File: config.mk
export PLATFORM = sky130hd
export DESIGN_NAME = vga_sync_gen
export DESIGN_NICKNAME = d
export VERILOG_FILES = /design/src/rtl/vga_sync_gen.sv
export SDC_FILE = /design/constraint.sdc
export NUM_CORES = 1
export LEC_CHECK = 0
export ABC_AREA = 1
export BUFFER_PORTS_ARGS = -buffer_cell sky130_fd_sc_hd__buf_2
export CAP_MARGIN = 15
export CORE_ASPECT_RATIO = 1.75
export CORE_MARGIN = 4
export CORE_UTILIZATION = 40
export DETAILED_ROUTE_END_ITERATION = 6
export SLEW_MARGIN = 20
export SYNTH_ARGS = -nofsm -noshare
export SYNTH_HDL_FRONTEND = slang
export SYNTH_SLANG_ARGS = --single-unit
File: constraint.sdc
create_clock -name Clock -period 2.7 [get_ports Clock]
set_input_delay 0.405 -clock Clock [delete_from_list [all_inputs] [get_ports Clock]]
set_output_delay 0.405 -clock Clock [all_outputs]
set_load 0.05 [all_outputs]
File: src/rtl/vga_sync_gen.sv
// vga_sync_gen: VGA 640x480@60 Hz timing generator.
//
// Divides the system clock by two into a pixel tick, runs the horizontal and
// vertical pixel counters, and produces registered active-low syncs, a
// visible-area flag, a one-cycle frame-start pulse and blanked RGB.
//
// Ports:
//   Clock             in   system clock (50 MHz), rising edge
//   Resetn            in   asynchronous active-low reset
//   dR, dG, dB        in   colour from draw logic, combinational on counters
//   HCounter[9:0]     out  current pixel column, 0..H_TOTAL-1
//   VCounter[9:0]     out  current line, 0..V_TOTAL-1
//   PixelTick         out  high every second Clock; counters advance on it
//   HSync, VSync      out  registered active-low syncs
//   VideoOn           out  registered visible-area flag
//   FrameStart        out  one-Clock pulse on wrap to (0,0)
//   VGA_R/G/B         out  registered colour, forced to 0 when blanked
module vga_sync_gen #(
    parameter int unsigned H_VISIBLE = 640,
    parameter int unsigned H_FRONT   = 16,
    parameter int unsigned H_SYNC    = 96,
    parameter int unsigned H_BACK    = 48,
    parameter int unsigned V_VISIBLE = 480,
    parameter int unsigned V_FRONT   = 10,
    parameter int unsigned V_SYNC    = 2,
    parameter int unsigned V_BACK    = 33
) (
    input  logic       Clock,
    input  logic       Resetn,
    input  logic       dR,
    input  logic       dG,
    input  logic       dB,
    output logic [9:0] HCounter,
    output logic [9:0] VCounter,
    output logic       PixelTick,
    output logic       HSync,
    output logic       VSync,
    output logic       VideoOn,
    output logic       FrameStart,
    output logic       VGA_R,
    output logic       VGA_G,
    output logic       VGA_B
);

    localparam int unsigned H_TOTAL = H_VISIBLE + H_FRONT + H_SYNC + H_BACK;
    localparam int unsigned V_TOTAL = V_VISIBLE + V_FRONT + V_SYNC + V_BACK;

    localparam logic [9:0] H_LAST       = 10'(H_TOTAL - 1);
    localparam logic [9:0] V_LAST       = 10'(V_TOTAL - 1);
    localparam logic [9:0] H_VIS_END    = 10'(H_VISIBLE);
    localparam logic [9:0] V_VIS_END    = 10'(V_VISIBLE);
    localparam logic [9:0] H_SYNC_START = 10'(H_VISIBLE + H_FRONT);
    localparam logic [9:0] H_SYNC_END   = 10'(H_VISIBLE + H_FRONT + H_SYNC - 1);
    localparam logic [9:0] V_SYNC_START = 10'(V_VISIBLE + V_FRONT);
    localparam logic [9:0] V_SYNC_END   = 10'(V_VISIBLE + V_FRONT + V_SYNC - 1);

    logic       phase_q, phase_d;
    logic [9:0] h_cnt_q, h_cnt_d;
    logic [9:0] v_cnt_q, v_cnt_d;
    logic       hsync_q, hsync_d;
    logic       vsync_q, vsync_d;
    logic       video_on_q, video_on_d;
    logic       frame_start_q, frame_start_d;
    logic       red_q, red_d;
    logic       green_q, green_d;
    logic       blue_q, blue_d;

    always_comb begin
        phase_d       = ~phase_q;
        h_cnt_d       = h_cnt_q;
        v_cnt_d       = v_cnt_q;
        frame_start_d = 1'b0;

        if (phase_q) begin
            // ">=" rather than "==" so any out-of-range value recovers to 0.
            if (h_cnt_q >= H_LAST) begin
                h_cnt_d = '0;
                if (v_cnt_q >= V_LAST) begin
                    v_cnt_d = '0;
                end else begin
                    v_cnt_d = v_cnt_q + 10'd1;
                end
                frame_start_d = (h_cnt_q == H_LAST) && (v_cnt_q == V_LAST);
            end else begin
                h_cnt_d = h_cnt_q + 10'd1;
                if (v_cnt_q > V_LAST) begin
                    v_cnt_d = '0;
                end
            end
        end

        // Decode uses the counters as held this cycle, so outputs lag by one Clock.
        hsync_d    = !((h_cnt_q >= H_SYNC_START) && (h_cnt_q <= H_SYNC_END));
        vsync_d    = !((v_cnt_q >= V_SYNC_START) && (v_cnt_q <= V_SYNC_END));
        video_on_d = (h_cnt_q < H_VIS_END) && (v_cnt_q < V_VIS_END);
        red_d      = dR & video_on_d;
        green_d    = dG & video_on_d;
        blue_d     = dB & video_on_d;
    end

    always_ff @(posedge Clock or negedge Resetn) begin
        if (!Resetn) begin
            phase_q       <= 1'b0;
            h_cnt_q       <= '0;
            v_cnt_q       <= '0;
            hsync_q       <= 1'b1;
            vsync_q       <= 1'b1;
            video_on_q    <= 1'b0;
            frame_start_q <= 1'b0;
            red_q         <= 1'b0;
            green_q       <= 1'b0;
            blue_q        <= 1'b0;
        end else begin
            phase_q       <= phase_d;
            h_cnt_q       <= h_cnt_d;
            v_cnt_q       <= v_cnt_d;
            hsync_q       <= hsync_d;
            vsync_q       <= vsync_d;
            video_on_q    <= video_on_d;
            frame_start_q <= frame_start_d;
            red_q         <= red_d;
            green_q       <= green_d;
            blue_q        <= blue_d;
        end
    end

    assign HCounter   = h_cnt_q;
    assign VCounter   = v_cnt_q;
    assign PixelTick  = phase_q;
    assign HSync      = hsync_q;
    assign VSync      = vsync_q;
    assign VideoOn    = video_on_q;
    assign FrameStart = frame_start_q;
    assign VGA_R      = red_q;
    assign VGA_G      = green_q;
    assign VGA_B      = blue_q;

endmodule

==> flow_summary_export.csv, run 1 <==
group,metric,value,unit
placement,dpl-instance-area,0.00172,mm^2
pwr,p_total,708,uW
yosys,synth_compound_area_frac,0.0561,
global_route,grt_max_degree,29,
setup_path,critPathTopFamily,"simple AND/OR/NAND/NOR gates",
sta,min_period_over_period,0.596,
setup_path,reg2reg_depth,8,
final_layout,finish.utilization,0.485,
yosys,avgSynthCellArea,7.61,um^2
setup_path,cpMaxStageDelayCell,"dfrtp_1",
yosys,synthCells,202,
drt,drt-vias-per-instance,4.92,
yosys,synth-simple-area-share,0.345,
sta,fin_tns_setup,0,ns
clock_network,insertion_delay,0.28,ns
yosys,synthXorXnorAreaFrac,0.0285,
clock_network,cts.sinks,28,
floorplanning,core,0.00366,mm^2
pwr,p_sw,151,uW
worst_hold_path,hp-class,"primary input to asynchronous set/reset pin",
setup_path,cpMostUsedCell,"nand2_1",
final_layout,area_growth,15.5,%
sta,period_needed,1.61,ns
clock_network,numCtsBuffers,3,
drt,drtIter0Drc,31,
sta,setup_viol,0,
setup_path,worst-path-max-fanout,11,
pwr,leakagePower,0.000924,uW
yosys,synth.area.mux_share,0,
clock_network,cts_resized,0,
yosys,synth_cell_type_count,24,
global_route,grt_usage,0.158,
yosys,synth_top_family_by_area,"simple AND/OR/NAND/NOR gates",
pwr,pwr-share-comb,0.033,
sta,finalHoldViolations,0,
placement,gp_congestion,0.884,
sta,rsz0062_at_grt,"no",
pwr,power_frac_clock,0.371,
drt,wl,3.63,mm
final_layout,mostFrequentLayoutCells,"nand2_1, buf_2, nor2_1",
sta,fmax,622,MHz
clock_network,clockBufferDepth,2,
pwr,swShare,0.213,
yosys,ys_warn_count,0,
global_route,grt_pass1_vias,1355,
pwr,cellPowerDensity,398,mW/mm^2
setup_path,path_buf_inv,0,
clock_network,cts.clk_slew.worst_paths,0.10,ns
pwr,intPower,557,uW
drt,vias,1372,
setup_path,cp.required,2.92,ns
yosys,synth_fa_ha_area_frac,0.0325,
setup_path,worst-path-stages,8,
drt,wire_per_inst,13.0,um
setup_path,reg2reg_slack,1.09,ns
setup_path,cpPeakStageDelay,0.51,ns
setup_path,timing.rr.end,"VCounter[8]",
setup_path,r2r-start,"VCounter[3]",
sta,max_slew_margin,0.580,
yosys,ys_seq_elements,28,
clock_network,cts-root-buf,"clkbuf_8",
global_route,grt_overflow,0,
floorplanning,rows,29,
pwr,peakVddDrop,0.239,mV
global_route,grt_pass1_wl,5.96,mm
final_layout,final_common_cell,"nand2_1",
final_layout,diodes,0,
sta,worstMarginPinSlew,0.630,ns
floorplanning,die-area,0.00494,mm^2
final_layout,stdcell_area,0.00178,mm^2
drt,first_pass_iters,4,
pwr,seq_power_share,0.596,
sta,fin_hold_ws,0.138,ns
floorplanning,die_y,90.0,um
sta,skew,0.00776,ns
floorplanning,io_pins,33,
setup_path,crit_path_start_kind,"flip-flop",
final_layout,drive_gt1_frac,0.206,
setup_path,crit_path_end_kind,"flip-flop",
yosys,ys_seq_area_frac,0.457,
clock_network,cts_max_level,1,
floorplanning,start_util,0.420,
final_layout,design.final.nets,243,
yosys,syn_nets,211,
drt,antenna_left,0,
drt,drc,0,
global_route,antenna_found_initial,0,
placement,place_hpwl,2.76,mm
clock_network,cts_tree,"done",
outcome,run_status,"complete, no violations",
placement,portBuffers,32,
job,drv_cap,0,
setup_path,cp.arrival,1.82,ns
setup_path,worstPathCellList,"nand2_2, nand2_1, nor2_1, nor2_2, nand3_2, nand2_2, nand2_1, nand2_1",
clock_network,ctsHoldBuffers,0,
sta,slew_viol_final,0,
floorplanning,die_w,54.9,um
setup_path,path_class,"flip-flop to flip-flop",
clock_network,post-cts-setup-buffer-count,0,
yosys,synthesis.area,0.00154,mm^2
[power groups by stage]
| stage | sequential, uW | clock, uW | combinational [uW] |
|---|---|---|---|
| after floorplan | 439 | 0 | 1.77 |
| after global placement | 430 | 0 | 24.0 |
| after detailed placement | 430 | 0 | 24.1 |
| after CTS | 422 | 271 | 24.2 |
| after global routing | 422 | 288 | 25.9 |
| final | 422 | 262 | 23.2 |
[stage by stage]
step	setup slack, ns	cells
6_report	1.09	279
5_1_grt	0.942	279
4_1_cts	1.10	279
2_1_floorplan	1.02	202
3_5_place_dp	1.11	275
3_3_place_gp	1.10	275
[state kept, by name (all words and copies together), names as in the netlist]
signal,cells
VGA_B,1
VCounter,10
VGA_R,1
VideoOn,1
VGA_G,1
VSync,1
FrameStart,1
HCounter,10
HSync,1
PixelTick,1
[worst max-delay path by stage]
stage	slack, ns	to	start
after floorplan	1.02	VCounter[3]	HCounter[1]
after global placement	1.10	VCounter[7]	VCounter[0]
after detailed placement	1.11	VCounter[8]	VCounter[1]
after CTS	1.10	PixelTick	PixelTick
after global routing	0.94	VCounter[3]	VCounter[1]
final	1.09	VCounter[8]	VCounter[3]
[cell type report]
cell class                      count  area, um^2
Clock buffer                        4        55.1
Multi-Input combinational cell    145         711
Inverter                           24        90.1
Fill cell                         407        1890
Sequential cell                    28         703
Timing Repair Buffer               32         160
Tap cell                           46        57.6
[per-layer routing]
metal,GRT usage,up-vias,share of wire
li1,-,700,-
met1,0.182,632,0.39
met2,0.278,32,0.54
met3,0.0166,8,0.048
met4,0.0624,0,0.023
met5,0,-,0
[worst register-to-register path, cell delays in order, from the launching register on]
cell	delay [ns]
dfrtp_1	0.51
nand2_2	0.15
nand2_1	0.12
nor2_1	0.05
nor2_2	0.11
nand3_2	0.23
nand2_2	0.24
nand2_1	0.07
nand2_1	0.05
[logic make-up (layout without fill, tap and decap cells)]
group                      after synthesis  after routing
adders and majority gates                4              4
AOI/OAI and AO/OA                       15             15
DFF                                     28             28
buffers and inverters                   29             60
and+or+nand+nor                        121            121
xor gates and xnor gates                 5              5
[synth_stat cells, drive strengths merged]
library cell / count / area (um^2)
buf: 5 / 33.8
a21oi: 4 / 20.0
nor4: 1 / 6.26
o21bai: 1 / 7.51
nand3: 24 / 125
xor2: 3 / 26.3
a2111o: 1 / 11.3
nand2: 54 / 218
ha: 4 / 50.1
nor2: 36 / 148
dfrtp: 26 / 651
inv: 24 / 90.1
xnor2: 2 / 17.5
nand4: 3 / 18.8
dfstp: 2 / 52.6
o31ai: 1 / 7.51
nor3: 3 / 15.0
o21ai: 8 / 40.0
(Power assumes the default switching activity.)
==> run 2: changes to the inputs <==
Settings changed: ABC_AREA 1 to 0.
Clock period 2.7 ns to 1.5 ns, I/O delays scaled along.
==> flow_summary_export.csv, run 2 <==
group,metric,value,unit
final_layout,area_growth,37.6,%
drt,drt-vias-per-instance,5.45,
yosys,synthXorXnorAreaFrac,0.0363,
clock_network,insertion_delay,0.28,ns
global_route,grt_max_degree,29,
sta,period_needed,1.74,ns
yosys,avgSynthCellArea,9.99,um^2
placement,post-place-ws,-0.203,ns
worst_hold_path,hp-class,"primary input to flip-flop",
yosys,ys_warn_count,0,
yosys,synth_area_leaders,"dfrtp_1, nand4_1, dfstp_2, ha_1, nand2_1",
sta,slew_viol_final,0,
sta,max_slew_margin,0.585,
outcome,violations,"negative setup slack",
placement,place_hpwl,2.93,mm
yosys,synth_fa_ha_area_frac,0.0345,
global_route,antenna_found_initial,0,
setup_path,worstPathCellList,"or4_4, o31ai_4, buf_6, o31ai_1, a31oi_1",
yosys,yosys_most_used_dff,"dfrtp_1",
yosys,synthArstFlopShare,1.00,
final_layout,nFillCells,327,
sta,fmax,576,MHz
yosys,syn_nets,154,
floorplanning,die_y,87.6,um
final_layout,final_common_cell,"buf_2",
drt,wire_per_inst,15.6,um
drt,wl,3.87,mm
clock_network,cts-root-buf,"clkbuf_8",
setup_path,crit_path_end_kind,"flip-flop",
placement,portBuffers,32,
floorplanning,io_pins,33,
yosys,synth_top_family_by_area,"simple AND/OR/NAND/NOR gates",
pwr,p_total,1400,uW
outcome,run_status,"complete, but fails checks",
yosys,synthCells,145,
pwr,leakagePower,0.000901,uW
clock_network,cts_tree,"done",
final_layout,diodes,0,
sta,worstMarginPinSlew,0.623,ns
sta,fin_hold_ws,0.146,ns
yosys,synth_cell_type_count,38,
drt,first_pass_iters,4,
drt,vias,1356,
placement,gp_congestion,0.896,
floorplanning,die_w,53.5,um
yosys,synth-edff-count,0,
sta,fin_tns_setup,-2.10,ns
yosys,synth-simple-area-share,0.230,
global_route,grt_usage,0.176,
sta,rsz0062_at_grt,"yes",
setup_path,cp.arrival,1.93,ns
yosys,ys_seq_area_frac,0.485,
setup_path,crit_path_start_kind,"flip-flop",
yosys,yosysMostFrequentCell,"dfrtp_1",
setup_path,cp.required,1.70,ns
yosys,ys_seq_elements,28,
pwr,cellPowerDensity,700,mW/mm^2
floorplanning,die-area,0.00469,mm^2
sta,min_period_over_period,1.16,
final_layout,drive_gt1_frac,0.436,
setup_path,worst-path-max-fanout,5,
pwr,peakVddDrop,0.535,mV
drt,antenna_left,0,
final_layout,mostFrequentLayoutCells,"buf_2, buf_4, dfrtp_1",
clock_network,cts.clk_slew.worst_paths,0.10,ns
setup_path,path_class,"flip-flop to flip-flop",
yosys,synth_top_cell_by_area,"dfrtp_1",
yosys,netlist_top_cells_count,"dfrtp_1, nand2_1, inv_1",
floorplanning,core,0.00343,mm^2
clock_network,cts.sinks,28,
global_route,grt_overflow,0,
sta,setup_viol,10,
clock_network,numCtsBuffers,3,
clock_network,clockBufferDepth,2,
job,drv_cap,0,
global_route,grt_pass1_vias,1391,
global_route,grt_pass1_wl,6.21,mm
floorplanning,rows,28,
yosys,synth.area.mux_share,0.00691,
setup_path,cpPeakStageDelay,0.57,ns
yosys,synthesis.area,0.00145,mm^2
setup_path,cpMaxStageDelayCell,"or4_4",
final_layout,design.final.nets,214,
yosys,synth_compound_area_frac,0.161,
floorplanning,start_util,0.422,
sta,fin_ws,-0.237,ns
clock_network,cts_max_level,1,
yosys,synth_top_area_frac,0.449,
sta,finalHoldViolations,0,
drt,drtIter0Drc,13,
sta,skew,0.00612,ns
drt,drc,0,
-- run 2: cell types whose count changed after synthesis, moves of 6 or more --
cell / delta
and2_1: +6
nand4_1: +6
nand2_1: -38
nor2_1: -21
inv_1: -13
nand3_1: -18
a31oi_1: +6
-- run 2: path summary, 6_finish.rpt --
kind	start	to	slack, ns	depth (start not counted)
setup reg to reg	VCounter[4]	VCounter[3]	-0.24	5
setup / recovery	VCounter[4]	VCounter[3]	-0.24	5
hold reg to reg	PixelTick	PixelTick	0.53	1
min in group asynchronous	Resetn	HCounter[4]	0.50	2
hold / removal	dB	VGA_B	0.15	2
max in group asynchronous	Resetn	VCounter[7]	0.56	2
-- run 2: area by class of cell --
cell class / count / area, um^2 / area share
Tap cell: 45 / 56.3 / 0.0282
Clock inverter: 1 / 30.0 / 0.0151
Sequential cell: 28 / 718 / 0.360
Inverter: 11 / 41.3 / 0.0207
Clock buffer: 3 / 41.3 / 0.0207
Timing Repair Buffer: 60 / 380 / 0.191
Multi-Input combinational cell: 101 / 726 / 0.364
-- run 2: stage by stage --
stage	instances	utilization	instance area, um^2
final	249	0.581	1990
after global routing	249	0.581	1990
after CTS	247	0.570	1960
after detailed placement	242	0.544	1870
after global placement	242	0.544	1870
after floorplan	145	-	1500
-- run 2: timing repair --
item,in CTS,in global routing
hold buffers,1,0
pin swaps,1,1
gates resized for setup,2,7
gates cloned,0,1
setup endpoints to repair,16,21
buffers inserted,0,1
hold endpoints to repair,26,0
-- run 2: power breakdown --
part | total [uW] | switching [uW] | internal [uW]
Combinational | 42.4 | 32.4 | 9.98
Sequential | 759 | 0.876 | 758
Clock | 594 | 237 | 357
-- run 2: cell families (layout without fill, tap and decap cells) --
kind of cell	after synthesis	count (layout)
simple gates	61	61
flops	28	28
compound gates	29	29
buf+inv	16	75
mux	1	1
xor+xnor	6	6
fa+ha+maj	4	4
-- run 2: worst max-delay path, delay by kind of cell (launching register included) --
kind / cells / cell delay [ns]
compound gates: 3 / 0.50
simple gates: 1 / 0.57
flops: 1 / 0.41
buf+inv: 1 / 0.17
-- run 2: metal layers --
layer	wire (um)	GRT usage	up-vias
li1	-	-	642
met1	1540	0.199	673
met2	2150	0.320	34
met3	126	0.0290	7
met4	61	0.0605	0
met5	0	0	-
==> run 3: changes to the inputs <==
Settings changed: ABC_CLOCK_PERIOD_IN_PS set to 1500, CORE_ASPECT_RATIO 1.75 to not set.
==> flow_summary_export.csv, run 3 (synthesis results as in run 2) <==
group,metric,value,unit
placement,place_hpwl,2.74,mm
clock_network,cts_tree,"done",
drt,drc,0,
sta,fin_ws,-0.251,ns
sta,worstMarginPinSlew,0.630,ns
sta,rsz0062_at_grt,"yes",
setup_path,cp.arrival,2.01,ns
drt,first_pass_iters,4,
setup_path,cpMostUsedCell,"buf_6",
setup_path,cp.required,1.75,ns
drt,vias,1306,
clock_network,numCtsBuffers,3,
floorplanning,die-area,0.00465,mm^2
drt,antenna_left,0,
sta,setup_viol,11,
final_layout,design.final.nets,214,
floorplanning,core,0.00342,mm^2
floorplanning,rows,21,
floorplanning,die_y,68.2,um
sta,slew_viol_final,0,
final_layout,diodes,0,
final_layout,mostFrequentLayoutCells,"buf_2, buf_4, dfrtp_1",
floorplanning,io_pins,33,
setup_path,crit_path_end_kind,"flip-flop",
setup_path,crit_path_start_kind,"flip-flop",
outcome,run_status,"complete, but fails checks",
placement,post-place-ws,-0.220,ns
floorplanning,start_util,0.424,
pwr,peakVddDrop,0.299,mV
pwr,intPower,918,uW
setup_path,cpMaxStageDelayCell,"or4_4",
final_layout,drive_gt1_frac,0.441,
pwr,p_sw,260,uW
sta,min_period_over_period,1.17,
drt,drt-vias-per-instance,5.22,
job,drv_cap,0,
sta,finalHoldViolations,0,
sta,period_needed,1.75,ns
global_route,grt_pass1_vias,1311,
sta,skew,0.00235,ns
clock_network,cts.sinks,28,
sta,fin_hold_ws,0.0985,ns
pwr,power_frac_clock,0.318,
placement,portBuffers,32,
outcome,violations,"negative setup slack",
drt,wire_per_inst,14.7,um
setup_path,cpPeakStageDelay,0.58,ns
setup_path,worst-path-max-fanout,5,
floorplanning,die_w,68.2,um
setup_path,path_class,"flip-flop to flip-flop",
pwr,swShare,0.221,
final_layout,area_growth,35.8,%
clock_network,insertion_delay,0.32,ns
global_route,antenna_found_initial,0,
global_route,grt_overflow,0,
setup_path,worstPathCellList,"or4_4, o31ai_4, buf_6, buf_6, nand4_1, o221ai_2",
clock_network,cts.clk_slew.worst_paths,0.15,ns
final_layout,final_common_cell,"buf_2",
pwr,leakagePower,0.000892,uW
drt,drtIter0Drc,70,
global_route,grt_max_degree,29,
clock_network,cts_max_level,1,
pwr,cellPowerDensity,598,mW/mm^2
sta,fmax,571,MHz
pwr,pwr-share-comb,0.036,
drt,wl,3.66,mm
worst_hold_path,hp-class,"primary input to flip-flop",
pwr,seq_power_share,0.645,
clock_network,clockBufferDepth,2,
placement,gp_congestion,0.899,
clock_network,cts-root-buf,"clkbuf_4",
sta,max_slew_margin,0.580,
global_route,grt_usage,0.169,
global_route,grt_pass1_wl,6.04,mm
[run 3: per-layer routing]
metal  GRT usage  routed length (um)
met5           0                   0
met2       0.280                1760
met1       0.231                1740
met3      0.0197                 140
met4      0.0471                  23
[run 3: what timing repair did]
action / in CTS / in global routing
endpoints found under the hold margin: 26 / 0
pin swaps: 7 / 2
hold buffers: 1 / 0
endpoints found under the setup margin: 12 / 12
cloned: 1 / 0
gates resized for setup: 8 / 3
buffers inserted: 1 / 0
[run 3: worst max-delay path: cells and delay by family (launching register included)]
| family | cells | cell delay [ns] |
|---|---|---|
| flip-flops | 1 | 0.43 |
| AND/OR/NAND/NOR | 2 | 0.68 |
| AO/OA/AOI/OAI | 2 | 0.32 |
| buffers and inverters | 2 | 0.26 |
[run 3: area by class of cell]
cell class / count / area, um^2
fillers: 312 / 1450
multi-input cells: 101 / 731
flip-flops and latches: 28 / 718
repair buffers: 60 / 384
well taps: 46 / 57.6
inverters: 11 / 41.3
clock buffers: 4 / 36.3
[run 3: metrics by stage]
| step | area, um^2 | TNS [ns] | utilization | instances | total power, uW |
|---|---|---|---|---|---|
| floorplan | 1500 | -4.26 | - | 145 | 792 |
| global placement | 1870 | -1.34 | 0.547 | 243 | 816 |
| detailed placement | 1870 | -1.80 | 0.547 | 243 | 817 |
| CTS | 1960 | -1.92 | 0.574 | 250 | 1190 |
| global route | 1970 | -2.83 | 0.576 | 250 | 1220 |
| finish | 1970 | -2.05 | 0.576 | 250 | 1180 |
[run 3: final timing paths]
kind | depth (start not counted) | start | endpoint | slack [ns]
setup / recovery | 6 | VCounter[4] | VCounter[8] | -0.25
max in group asynchronous | 2 | Resetn | HCounter[0] | 0.63
hold reg to reg | 1 | PixelTick | PixelTick | 0.52
hold / removal | 2 | dG | VGA_G | 0.1
setup reg to reg | 6 | VCounter[4] | VCounter[8] | -0.25
min in group asynchronous | 2 | Resetn | VGA_B | 0.42
[run 3: power by group through the flow]
stage                     combinational, uW  sequential, uW  clock, uW
final                                  42.9             760        375
after global routing                   47.8             761        416
after CTS                              44.7             760        386
after detailed placement               42.7             774          0
after global placement                 42.0             774          0
after floorplan                        2.58             789          0
